==> src/rtl/seg7_pkg.sv <==
// Shared constants for the 7-segment front end: debouncer FSM encodings and
// default timing for the 3.125 MHz system clock.
package seg7_pkg;

    typedef logic [1:0] btn_state_t;

    localparam btn_state_t ST_IDLE         = 2'd0;
    localparam btn_state_t ST_PRESS_WAIT   = 2'd1;
    localparam btn_state_t ST_HELD         = 2'd2;
    localparam btn_state_t ST_RELEASE_WAIT = 2'd3;

    // 20 ms debounce, 500 ms first repeat, 200 ms repeat period at 3.125 MHz.
    localparam int unsigned DEF_DEBOUNCE_CYCLES = 62500;
    localparam int unsigned DEF_CNT_W           = 22;
    localparam int unsigned DEF_REPEAT_DELAY    = 1562500;
    localparam int unsigned DEF_REPEAT_PERIOD   = 625000;

endpackage

==> src/rtl/button_debouncer_if.sv <==
// Button pin and conditioned outputs between the debouncer and its environment.
interface button_debouncer_if;

    logic btn_raw;
    logic btn_level;
    logic btn_pulse;
    logic btn_release;

    modport master (
        output btn_raw,
        input  btn_level,
        input  btn_pulse,
        input  btn_release
    );

    modport slave (
        input  btn_raw,
        output btn_level,
        output btn_pulse,
        output btn_release
    );

endinterface

==> src/rtl/button_debouncer_sync.sv <==
// Two-flop synchronizer for a single asynchronous pin, async active-low reset to 0.
module btn_sync (
    input  logic clk,
    input  logic reset,
    input  logic d,
    output logic q
);

    logic meta;

    always_ff @(posedge clk or negedge reset) begin
        if (!reset) begin
            meta <= 1'b0;
            q    <= 1'b0;
        end else begin
            meta <= d;
            q    <= meta;
        end
    end

endmodule

==> src/rtl/button_debouncer.sv <==
// Push-button conditioner: synchronizer, debounce FSM, registered level and strobes.
// Define BUTTON_DEBOUNCER_AUTOREPEAT_EN to enable auto-repeat pulses while held.
module button_debouncer
    import seg7_pkg::*;
#(
    parameter int unsigned DEBOUNCE_CYCLES = DEF_DEBOUNCE_CYCLES,
    parameter int unsigned CNT_W           = DEF_CNT_W
`ifdef BUTTON_DEBOUNCER_AUTOREPEAT_EN
    ,
    parameter int unsigned REPEAT_DELAY    = DEF_REPEAT_DELAY,
    parameter int unsigned REPEAT_PERIOD   = DEF_REPEAT_PERIOD
`endif
) (
    input logic               clk,
    input logic               reset,
    button_debouncer_if.slave btn
);

    localparam logic [CNT_W-1:0] DB_LAST = CNT_W'(DEBOUNCE_CYCLES - 1);
    localparam logic [CNT_W-1:0] CNT_ONE = CNT_W'(1);

    logic             btn_s;
    btn_state_t       state_q, state_d;
    logic [CNT_W-1:0] cnt_q, cnt_d;
    logic             level_q, level_d;
    logic             pulse_q, pulse_d;
    logic             release_q, release_d;
    logic             repeat_hit;

    btn_sync u_sync (
        .clk   (clk),
        .reset (reset),
        .d     (btn.btn_raw),
        .q     (btn_s)
    );

`ifdef BUTTON_DEBOUNCER_AUTOREPEAT_EN
    localparam logic [CNT_W-1:0] RD_LAST = CNT_W'(REPEAT_DELAY - 1);
    localparam logic [CNT_W-1:0] RP_LAST = CNT_W'(REPEAT_PERIOD - 1);

    logic [CNT_W-1:0] rcnt_q, rcnt_d;
    logic             rfirst_q, rfirst_d;

    // Held outside HELD so every entry, including a bounce back from RELEASE_WAIT, starts fresh.
    always_comb begin
        rcnt_d     = rcnt_q;
        rfirst_d   = rfirst_q;
        repeat_hit = 1'b0;
        if (state_q != ST_HELD) begin
            rcnt_d   = '0;
            rfirst_d = 1'b1;
        end else if (btn_s) begin
            if (rcnt_q == (rfirst_q ? RD_LAST : RP_LAST)) begin
                repeat_hit = 1'b1;
                rcnt_d     = '0;
                rfirst_d   = 1'b0;
            end else begin
                rcnt_d = rcnt_q + CNT_ONE;
            end
        end
    end

    always_ff @(posedge clk or negedge reset) begin
        if (!reset) begin
            rcnt_q   <= '0;
            rfirst_q <= 1'b1;
        end else begin
            rcnt_q   <= rcnt_d;
            rfirst_q <= rfirst_d;
        end
    end
`else
    assign repeat_hit = 1'b0;
`endif

    always_comb begin
        state_d   = state_q;
        cnt_d     = cnt_q;
        level_d   = level_q;
        pulse_d   = 1'b0;
        release_d = 1'b0;
        unique case (state_q)
            ST_IDLE: begin
                if (btn_s) begin
                    state_d = ST_PRESS_WAIT;
                    cnt_d   = '0;
                end
            end
            ST_PRESS_WAIT: begin
                if (!btn_s) begin
                    state_d = ST_IDLE;
                    cnt_d   = '0;
                end else if (cnt_q == DB_LAST) begin
                    state_d = ST_HELD;
                    cnt_d   = '0;
                    level_d = 1'b1;
                    pulse_d = 1'b1;
                end else begin
                    cnt_d = cnt_q + CNT_ONE;
                end
            end
            ST_HELD: begin
                if (!btn_s) begin
                    state_d = ST_RELEASE_WAIT;
                    cnt_d   = '0;
                end else begin
                    pulse_d = repeat_hit;
                end
            end
            ST_RELEASE_WAIT: begin
                if (btn_s) begin
                    state_d = ST_HELD;
                    cnt_d   = '0;
                end else if (cnt_q == DB_LAST) begin
                    state_d   = ST_IDLE;
                    cnt_d     = '0;
                    level_d   = 1'b0;
                    release_d = 1'b1;
                end else begin
                    cnt_d = cnt_q + CNT_ONE;
                end
            end
            default: begin
                state_d = ST_IDLE;
                cnt_d   = '0;
            end
        endcase
    end

    always_ff @(posedge clk or negedge reset) begin
        if (!reset) begin
            state_q   <= ST_IDLE;
            cnt_q     <= '0;
            level_q   <= 1'b0;
            pulse_q   <= 1'b0;
            release_q <= 1'b0;
        end else begin
            state_q   <= state_d;
            cnt_q     <= cnt_d;
            level_q   <= level_d;
            pulse_q   <= pulse_d;
            release_q <= release_d;
        end
    end

    assign btn.btn_level   = level_q;
    assign btn.btn_pulse   = pulse_q;
    assign btn.btn_release = release_q;

endmodule

==> src/flat_wrapper.sv <==
// flat-port wrapper written by rule: the top's interface ports become plain ports
module button_debouncer_flat import seg7_pkg::*;
#(
    parameter int unsigned DEBOUNCE_CYCLES = DEF_DEBOUNCE_CYCLES,
    parameter int unsigned CNT_W           = DEF_CNT_W

)
  (clk, reset, btn_btn_raw, btn_btn_level, btn_btn_pulse, btn_btn_release);
  button_debouncer_if btn_i ();
  input logic clk;
  input logic reset;
  input wire logic [$bits(btn_i.btn_raw)-1:0] btn_btn_raw;
  output wire logic [$bits(btn_i.btn_level)-1:0] btn_btn_level;
  output wire logic [$bits(btn_i.btn_pulse)-1:0] btn_btn_pulse;
  output wire logic [$bits(btn_i.btn_release)-1:0] btn_btn_release;
  assign btn_i.btn_raw = btn_btn_raw;
  assign btn_btn_level = btn_i.btn_level;
  assign btn_btn_pulse = btn_i.btn_pulse;
  assign btn_btn_release = btn_i.btn_release;
  button_debouncer #(.DEBOUNCE_CYCLES(DEBOUNCE_CYCLES), .CNT_W(CNT_W)) u_core (.clk(clk), .reset(reset), .btn(btn_i));
endmodule
==> config.mk <==
export PLATFORM = sky130hd
export DESIGN_NAME = button_debouncer_flat
export DESIGN_NICKNAME = d
export VERILOG_FILES = /design/src/rtl/seg7_pkg.sv /design/src/rtl/button_debouncer_if.sv /design/src/rtl/button_debouncer_sync.sv /design/src/rtl/button_debouncer.sv /design/src/flat_wrapper.sv
export SDC_FILE = /design/constraint.sdc
export NUM_CORES = 1
export LEC_CHECK = 0
export ABC_AREA = 1
export CAP_MARGIN = 15
export CORE_UTILIZATION = 30
export DETAILED_ROUTE_END_ITERATION = 8
export PLACE_DENSITY = 0.54
export SLEW_MARGIN = 20
export SYNTH_ARGS = -nofsm -noshare
export SYNTH_HDL_FRONTEND = slang
export SYNTH_SLANG_ARGS = --single-unit
==> constraint.sdc <==
create_clock -name clk -period 3.2 [get_ports clk]
set_input_delay 0.64 -clock clk [delete_from_list [all_inputs] [get_ports clk]]
set_output_delay 0.64 -clock clk [all_outputs]
set_load 0.05 [all_outputs]
==> results by group, run 1 <==
Status
  • Status: complete, no violations

Synth
  • Leading cell type by number of instances after synthesis: nand2_1
  • Syn avg cell area: 7.56 um2
  • Net Count, Synth: 231
  • Share of the synthesized area in the top cell type: 42.3%
  • Post-synth ARST share: 100%
  • Prevailing post-synth register cell: dfrtp_1
  • Number of synthesized flops with an enable pin: 0
  • Ys Warns: 0
  • Synth Cell Area: 1720 um2
  • Synth top cells by count: nand2_1 (65), dfrtp_1 (29), nor2_1 (28), inv_1 (24), nand3_1 (15)
  • Area leader, netlist: dfrtp_1
  • Netlist cell types: 28
  • Cells after Synth: 227
  • Dominant cells by area after synthesis: dfrtp_1 (42%), nand2_1 (14%), nor2_1 (6.1%)
  • Synth Register Bits: 29
  • Seq/Total Area, Yosys: 42.3%

Die
  • Core Box Area: 5510 um2
  • Initial Util: 31.2%
  • Die height: 77.6 um
  • Placement Rows: 27
  • Die ar.: 6030 um2
  • Ports: 6
  • Die width: 77.6 um

Detailed routing
  • Post-route ant nets: 0
  • DR vias/cell: 4.58
  • Vias: 1,420
  • DRC violations left: 0
  • Pre-Repair DR Iteration Count: 6
  • Routed len/inst: 11.7 um
  • DRT Wirelength: 3630 um
  • Initial DRC Count: 69

Placement
  • DP Worst Slack: 1.44 ns
  • Input/output buffers: 5
  • HPWL Detailed: 2590 um
  • Placed Cells: 302
  • GPL Wtd Cong: 0.739

STA
  • Final setup skew: 0.00623 ns
  • Post-layout minimum cycle time: 2.06 ns
  • Final Hold Viols: 0
  • Relative slew slack: 67.4%
  • Final setup viols: 0
  • RSZ-0062 raised after global routing: no
  • Worst Max-Slew Pin Slew: 0.487 ns
  • Post-route setup slack: 1.14 ns
  • Slew Limit Fails: 0
  • Setup TNS: 0 ns
  • Tcrit/Tclk final: 64.4%
  • Max Fclk: 485 MHz

Cells and area
  • Share of layout cells above drive strength 1: 14.7%
  • Final cell count without fillers: 310
  • Fillers: 605
  • Nets: 241
  • Multi-input logic area: 846 um2
  • Register area: 726 um2
  • N_diodes: 0
  • Area growth, synth to finish: 14.9%

Worst setup path
  • Largest fanout on the critical path: 2
  • Worst path cell trace: clkdlybuf4s50_1
  • Crit-path slowest cell: clkdlybuf4s50_1
  • WS Path Type: reg -> out
  • CP top delay family: buffers and inverters
  • CP peak stage delay: 0.79 ns
  • Crit path DAT: 1.42 ns
  • CP Buf/Inv Count: 1
  • Crit path capture type: primary output
  • Worst setup SP type: flop
  • CP required: 2.56 ns

Global routing
  • First-pass GRT wire length: 6720 um
  • Vias in the first global route: 1,430
  • Grt total ovfl: 0
  • Initial antenna violation count: 0
  • GRT Overall Usage: 14.3%
  • Maximum number of pins on one net before global-route repair: 30

Job
  • Max Cap Viol: 0

Clocking
  • Deepest clock path buffer count: 2
  • Post-CTS sizing: 0
  • Worst-path clk slew: 0.07 ns
  • CTS Buf Count: 5
  • Clock net sink count: 29
  • CTS tree: done
  • CTS root buffer: clkbuf_8
  • Clk_lat worst skew: 0.29 ns
  • CTS Hold Buffers Added: 0
  • Htree depth: 2
  • Post-CTS setup buffers: 0

Power
  • Power per cell area: 564 nW/um2
  • Leakage power figure: 0.931 nW
  • Max VDD drop: 0.351 mV

Hold path
  • HP Class: reg -> reg
area by class of cell:
cell class | count | area share, %
clock buffers | 5 | 3.49
clock inverters | 3 | 3.30
inverters | 32 | 6.09
multi-input cells | 163 | 42.9
flip-flops and latches | 29 | 36.8
well taps | 72 | 4.57
repair buffers | 6 | 2.92
metrics by stage:
| step | utilization [%] | hold slack (ns) | power, mW | area (um2) |
|---|---|---|---|---|
| after floorplan | - | 0.331 | 0.614 | 1720 |
| after global placement | 33.4 | 0.333 | 0.660 | 1840 |
| after detailed placement | 33.4 | 0.337 | 0.662 | 1840 |
| after CTS | 35.8 | 0.354 | 1.13 | 1970 |
| after global routing | 35.8 | 0.370 | 1.17 | 1970 |
| final | 35.8 | 0.352 | 1.11 | 1970 |
kinds of logic after synthesis:
| kind of cell | Yosys count | share of synthesized area [%] |
|---|---|---|
| AOI/OAI and AO/OA | 21 | 7.29 |
| DFF | 29 | 42.3 |
| buffers and inverters | 35 | 8.45 |
| xor gates and xnor gates | 7 | 3.57 |
| and+or+nand+nor | 134 | 37.7 |
| adders and majority gates | 1 | 0.729 |
worst paths after layout:
| kind | start | slack [ns] | depth (start not counted) | to |
|---|---|---|---|---|
| worst max register to register | u_core.cnt_q[0]$_DFFE_PN0P_ | 1.52 | 10 | u_core.cnt_q[3]$_DFFE_PN0P_ |
| worst max-delay path | u_core.btn.btn_level$_DFFE_PN0P_ | 1.14 | 1 | btn_btn_level |
| max in group asynchronous | reset | 2.18 | 2 | u_core.cnt_q[16]$_DFFE_PN0P_ |
| worst min-delay path | u_core.u_sync.meta$_DFF_PN0_ | 0.35 | 0 | u_core.u_sync.q$_DFF_PN0_ |
| min in group asynchronous | reset | 0.74 | 2 | u_core.cnt_q[8]$_DFFE_PN0P_ |
| worst min register to register | u_core.u_sync.meta$_DFF_PN0_ | 0.35 | 0 | u_core.u_sync.q$_DFF_PN0_ |
where the power goes:
| part | internal (mW) | leakage (nW) | total [mW] | switching [mW] |
|---|---|---|---|---|
| logic | 0.0574 | 0.467 | 0.236 | 0.179 |
| registers | 0.391 | 0.396 | 0.417 | 0.0254 |
| clock network | 0.309 | 0.0681 | 0.461 | 0.152 |
placed cells by master, fill, tap and decap left out, types with 3 or more instances in the layout:
cell type        count
o21ai_0              5
clkdlybuf4s50_1      5
clkbuf_8             5
nand2_1             65
nand2_2              3
o22ai_1              6
nor2_1              28
nor2_2               5
o21ai_1              3
nor2_4               3
xor2_1               6
inv_1               24
inv_2                6
nand3_1             15
nand3_2              3
nand4_1              7
a21oi_1              4
dfrtp_1             29
registers in the layout (all words and copies together) (netlist names), named ones only:
register / flops
u_core.btn.btn_level: 1
u_core.btn.btn_pulse: 1
u_core.btn.btn_release: 1
u_core.cnt_q: 22
u_core.state_q: 1
u_core.u_sync.meta: 1
u_core.u_sync.q: 1
per-layer routing:
| layer | track usage [%] | share of wire (%) | up-vias |
|---|---|---|---|
| met4 | 5.66 | 1.8 | 0 |
| li1 | - | - | 735 |
| met3 | 3.18 | 2.8 | 7 |
| met2 | 22.3 | 45 | 19 |
| met5 | 0 | 0 | - |
| met1 | 19.2 | 50 | 659 |
Power figures use the tool's default switching activity.
==> run 2: changes to the inputs <==
Settings changed: PLACE_DENSITY 0.54 to 0.56.
Clock period 3.2 ns to 1.75 ns, I/O delays scaled along.
==> run 2 against run 1 <==
Effect of this change:
- register-to-register slack worse by 1.4 ns
- first-iteration DRC count rose by 25%
- routed wire length fell by 3.4%
- utilization fell by 0.68 points
- sequential power increased by 82%
- via count decreased by 0.63%
- setup slack worse by 0.99 ns
- power rose by 55%
- clock skew is 0.00064 ns higher
- largest cell class unchanged
==> results by group, run 2 (synthesis results as in run 1) <==
Worst setup path
  • Crit-path slowest cell: dfrtp_1
  • Worst setup SP type: flop
  • Worst R2R End: u_core.cnt_q[3]$_DFFE_PN0P_
  • Crit path DAT: 1.77 ns
  • WP depth: 10
  • R2R Path Start: u_core.cnt_q[0]$_DFFE_PN0P_
  • R2r setup slk: 0.15 ns
  • Worst path cell trace: ha_2 > nand2_1 > inv_1 > nand2_1 > nor2_1 > nand3_2 > nand2_8 > nand2_2 > inv_2 > nor2_1
  • CP peak stage delay: 0.41 ns
  • Worst R2R Path Depth: 10
  • Crit path to: u_core.cnt_q[3]$_DFFE_PN0P_
  • CP required: 1.91 ns
  • Largest fanout on the critical path: 15
  • CP Buf/Inv Count: 2
  • CP top delay family: simple AND/OR/NAND/NOR gates
  • Crit. Startpoint: u_core.cnt_q[0]$_DFFE_PN0P_
  • WS Path Type: reg -> reg
  • Crit path capture type: flop

Die
  • Die width: 77.6 um
  • Ports: 6
  • Placement Rows: 27
  • Initial Util: 31.2%
  • Die height: 77.6 um
  • Core Box Area: 5510 um2
  • Die ar.: 6030 um2

STA
  • Relative slew slack: 70.1%
  • Final setup viols: 0
  • Max Fclk: 624 MHz
  • Final setup skew: 0.00687 ns
  • RSZ-0062 raised after global routing: no
  • Final Hold Viols: 0
  • Setup TNS: 0 ns
  • Worst Max-Slew Pin Slew: 0.445 ns
  • Tcrit/Tclk final: 91.6%
  • Post-layout minimum cycle time: 1.60 ns
  • Slew Limit Fails: 0

Cells and area
  • Multi-input logic area: 860 um2
  • Share of layout cells above drive strength 1: 16.7%
  • Fillers: 575
  • Final core utilization: 35.2%
  • N_diodes: 0
  • Nets: 242
  • Most flop-heavy register: u_core.cnt_q
  • Most frequent cells in the layout: nand2_1 (65), dfrtp_1 (29), nor2_1 (27)
  • Register area: 726 um2
  • Max reg flops: 22
  • Area growth, synth to finish: 12.8%
  • Commonest non-fill, non-tap cell in the layout: nand2_1

Detailed routing
  • DRC violations left: 0
  • Pre-Repair DR Iteration Count: 4
  • DR vias/cell: 4.54
  • Initial DRC Count: 86
  • Vias: 1,411
  • Post-route ant nets: 0
  • DRT Wirelength: 3510 um
  • Routed len/inst: 11.3 um

Clocking
  • CTS root buffer: clkbuf_8
  • CTS Buf Count: 5
  • CTS tree: done
  • Clk_lat worst skew: 0.28 ns
  • Worst-path clk slew: 0.06 ns
  • Clock net sink count: 29
  • Deepest clock path buffer count: 2
  • Htree depth: 2

Global routing
  • Initial antenna violation count: 0
  • Maximum number of pins on one net before global-route repair: 30
  • Vias in the first global route: 1,366
  • Grt total ovfl: 0
  • First-pass GRT wire length: 6390 um
  • GRT Overall Usage: 13.7%

Power
  • Leakage power figure: 0.917 nW
  • Final Total Pwr: 1.72 mW
  • Power per cell area: 890 nW/um2
  • Max VDD drop: 0.445 mV

Hold path
  • HP Class: reg -> reg

Placement
  • HPWL Detailed: 2610 um
  • Input/output buffers: 5
  • GPL Wtd Cong: 0.799

Job
  • Max Cap Viol: 0

Status
  • Status: complete, no violations
==> run 2: changes by cell type in the layout (fill, tap and decap cells not counted), sizes merged <==
| cell | delta |
|---|---|
| buf | +4 |
| bufinv | -2 |
| clkbuf | +1 |
| clkdlybuf4s50 | -3 |
| clkinv | +1 |
==> run 2: repair_timing <==
item / in CTS / in global routing
setup buffers: 0 / 0
gates resized for setup: 0 / 3
hold buffers: 0 / 0
endpoints found under the setup margin: 0 / 5
==> run 2: cell type report <==
| class | count | share of cell area [%] |
|---|---|---|
| inverter | 32 | 6.21 |
| timing repair buffer | 7 | 2.97 |
| tap | 72 | 4.65 |
| clock buffer | 6 | 3.75 |
| sequential | 29 | 37.5 |
| multi-input combinational | 163 | 44.4 |
| clock inverter | 2 | 0.517 |
==> run 2: worst min path at each step <==
stage | from | endpoint | cells past startpoint
after floorplan | reset | async pin | 0
after global placement | u_core.u_sync.meta$_DFF_PN0_ | u_core.u_sync.q$_DFF_PN0_ | 0
after detailed placement | u_core.u_sync.meta$_DFF_PN0_ | u_core.u_sync.q$_DFF_PN0_ | 0
after CTS | u_core.u_sync.meta$_DFF_PN0_ | u_core.u_sync.q$_DFF_PN0_ | 0
after global routing | u_core.u_sync.meta$_DFF_PN0_ | u_core.u_sync.q$_DFF_PN0_ | 0
final | u_core.u_sync.meta$_DFF_PN0_ | u_core.u_sync.q$_DFF_PN0_ | 0
==> run 2: worst register-to-register path: cells and delay by family (launching register included) <==
family                     cells  cell delay [ns]
DFF                            1             0.41
adders and majority gates      1             0.23
and+or+nand+nor                7             0.70
buffers and inverters          2             0.15
==> run 2: through the flow <==
stage / instances / hold WS (ns) / setup slack, ns / area (um2)
after floorplan: 227 / 0.0544 / 0.375 / 1720
after global placement: 303 / 0.334 / 0.204 / 1840
after detailed placement: 303 / 0.336 / 0.133 / 1840
after CTS: 311 / 0.351 / 0.116 / 1920
after global routing: 311 / 0.353 / 0.00770 / 1940
final: 311 / 0.349 / 0.147 / 1940
==> run 2: power breakdown <==
group	total, mW	internal [mW]	switching [mW]
logic	0.443	0.114	0.329
clock network	0.520	0.275	0.245
registers	0.759	0.716	0.0434
==> run 2: metal layers <==
metal	track usage, %	vias up	routed length, um
li1	-	739	-
met1	17.6	649	1720
met2	22.4	15	1650
met3	3.18	8	91
met4	4.72	0	50
met5	0	-	0
==> run 3: changes to the inputs <==
==> constraint.sdc (replaced) <==
create_clock -name clk -period 1.75 [get_ports clk]
set_input_delay 0.175 -clock clk [delete_from_list [all_inputs] [get_ports clk]]
set_output_delay 0.175 -clock clk [all_outputs]
set_load 0.05 [all_outputs]
==> run 3 against run 2 <==
Effect of this change:
- fmax shrank 0.26%
- first-iteration DRC count shrank 27%
- sequential power about the same
- via count is 0.57% higher
- count of clock-buffer cells in the layout is 1 lower
- final area increased by 2.9%
==> results by group, run 3 (synthesis results as in run 1) <==
Worst setup path
  • R2r setup slk: 0.14 ns
  • R2R Path Start: u_core.cnt_q[0]$_DFFE_PN0P_
  • WS Path Type: reg -> reg
  • Largest fanout on the critical path: 15
  • Worst setup SP type: flop
  • CP required: 1.93 ns
  • Crit path capture type: flop
  • Crit path DAT: 1.79 ns
  • Worst R2R Path Depth: 10
  • Worst R2R End: u_core.cnt_q[2]$_DFFE_PN0P_

STA
  • Post-route setup slack: 0.142 ns
  • Relative slew slack: 67.4%
  • Max Fclk: 622 MHz
  • Final setup viols: 0
  • RSZ-0062 raised after global routing: no
  • Final setup skew: 0.00304 ns
  • Setup TNS: 0 ns
  • Worst Max-Slew Pin Slew: 0.487 ns
  • Final Hold Viols: 0
  • Tcrit/Tclk final: 91.9%
  • Slew Limit Fails: 0
  • Post-layout minimum cycle time: 1.61 ns
  • Hold_ws: 0.267 ns

Hold path
  • HP Class: in -> async

Die
  • Die ar.: 6030 um2
  • Placement Rows: 27
  • Initial Util: 31.2%
  • Die width: 77.6 um
  • Die height: 77.6 um
  • Ports: 6
  • Core Box Area: 5510 um2

Clocking
  • Post-CTS setup buffers: 0
  • CTS root buffer: clkbuf_8
  • CTS Buf Count: 5
  • Clock net sink count: 29
  • CTS Hold Buffers Added: 0
  • CTS tree: done
  • Deepest clock path buffer count: 2
  • Worst-path clk slew: 0.07 ns
  • Clk_lat worst skew: 0.29 ns
  • Htree depth: 2
  • Post-CTS sizing: 0

Placement
  • Placed Area: 1850 um2
  • Input/output buffers: 5
  • HPWL Detailed: 2600 um
  • GPL Wtd Cong: 0.829
  • DP Worst Slack: 0.157 ns
  • Placed Cells: 303

Cells and area
  • Share of layout cells above drive strength 1: 15.5%
  • Most frequent cells in the layout: nand2_1 (65), dfrtp_1 (29), nor2_1 (27)
  • Area growth, synth to finish: 16.0%
  • Commonest non-fill, non-tap cell in the layout: nand2_1
  • Final instance area: 1990 um2
  • Final core utilization: 36.2%
  • Final cell count without fillers: 311
  • N_diodes: 0
  • Most flop-heavy register: u_core.cnt_q
  • Nets: 242
  • Max reg flops: 22

Global routing
  • M1 GR Usage: 17.8%
  • Grt total ovfl: 0
  • GRT Max-Usage Layer: met2
  • Initial antenna violation count: 0
  • Maximum number of pins on one net before global-route repair: 30
  • Vias in the first global route: 1,474
  • Met3 usage: 3.76%
  • Met2 Usage GRT: 22.6%
  • First-pass GRT wire length: 6640 um
  • GRT Overall Usage: 14.2%

Detailed routing
  • DRC violations left: 0
  • DRT Wirelength: 3590 um
  • Vias: 1,419
  • Initial DRC Count: 63
  • DR vias/cell: 4.56
  • Pre-Repair DR Iteration Count: 4
  • Routed len/inst: 11.5 um
  • Post-route ant nets: 0

Job
  • Max Cap Viol: 0

Power
  • Final Total Pwr: 2.05 mW
  • Leakage power figure: 0.936 nW
  • Max VDD drop: 0.453 mV
  • Power per cell area: 1030 nW/um2

Status
  • Status: complete, no violations
run 3: worst max path at each step:
stage	startpoint	to	slack, ns	cells past startpoint
floorplan	u_core.cnt_q[0]$_DFFE_PN0P_	u_core.cnt_q[2]$_DFFE_PN0P_	0.37	10
global placement	u_core.cnt_q[0]$_DFFE_PN0P_	u_core.cnt_q[2]$_DFFE_PN0P_	0.20	10
detailed placement	u_core.cnt_q[0]$_DFFE_PN0P_	u_core.cnt_q[2]$_DFFE_PN0P_	0.16	10
CTS	u_core.cnt_q[0]$_DFFE_PN0P_	u_core.cnt_q[19]$_DFFE_PN0P_	0.13	10
global route	u_core.cnt_q[0]$_DFFE_PN0P_	u_core.cnt_q[2]$_DFFE_PN0P_	0.001	10
finish	u_core.cnt_q[0]$_DFFE_PN0P_	u_core.cnt_q[2]$_DFFE_PN0P_	0.14	10
run 3: area by class of cell:
class	instances	area, um2
clock buffer	5	68.8
sequential	29	726
timing repair buffer	7	65.1
multi-input combinational	163	857
clock inverter	3	65.1
fill	577	3510
inverter	32	120
tap	72	90.1
run 3: power by group:
group          total (mW)  internal (mW)  leakage, nW  switching (mW)
sequential          0.760          0.716        0.396          0.0444
combinational       0.442          0.113        0.472           0.329
clock               0.845          0.565       0.0681           0.280
run 3: worst max-delay path, cell delays in order, from the launching register on:
cell	delay [ns]
dfrtp_1	0.40
ha_1	0.23
nand2_1	0.06
inv_1	0.05
nand2_1	0.04
nor2_1	0.14
nand3_2	0.17
nand2_8	0.16
nand2_2	0.10
inv_2	0.10
nor2_1	0.04
run 3: routing by layer:
layer	routed length [um]	share of wire, %
met5	0	0
met4	89	2.5
met3	107	3.0
met2	1640	46
met1	1760	49
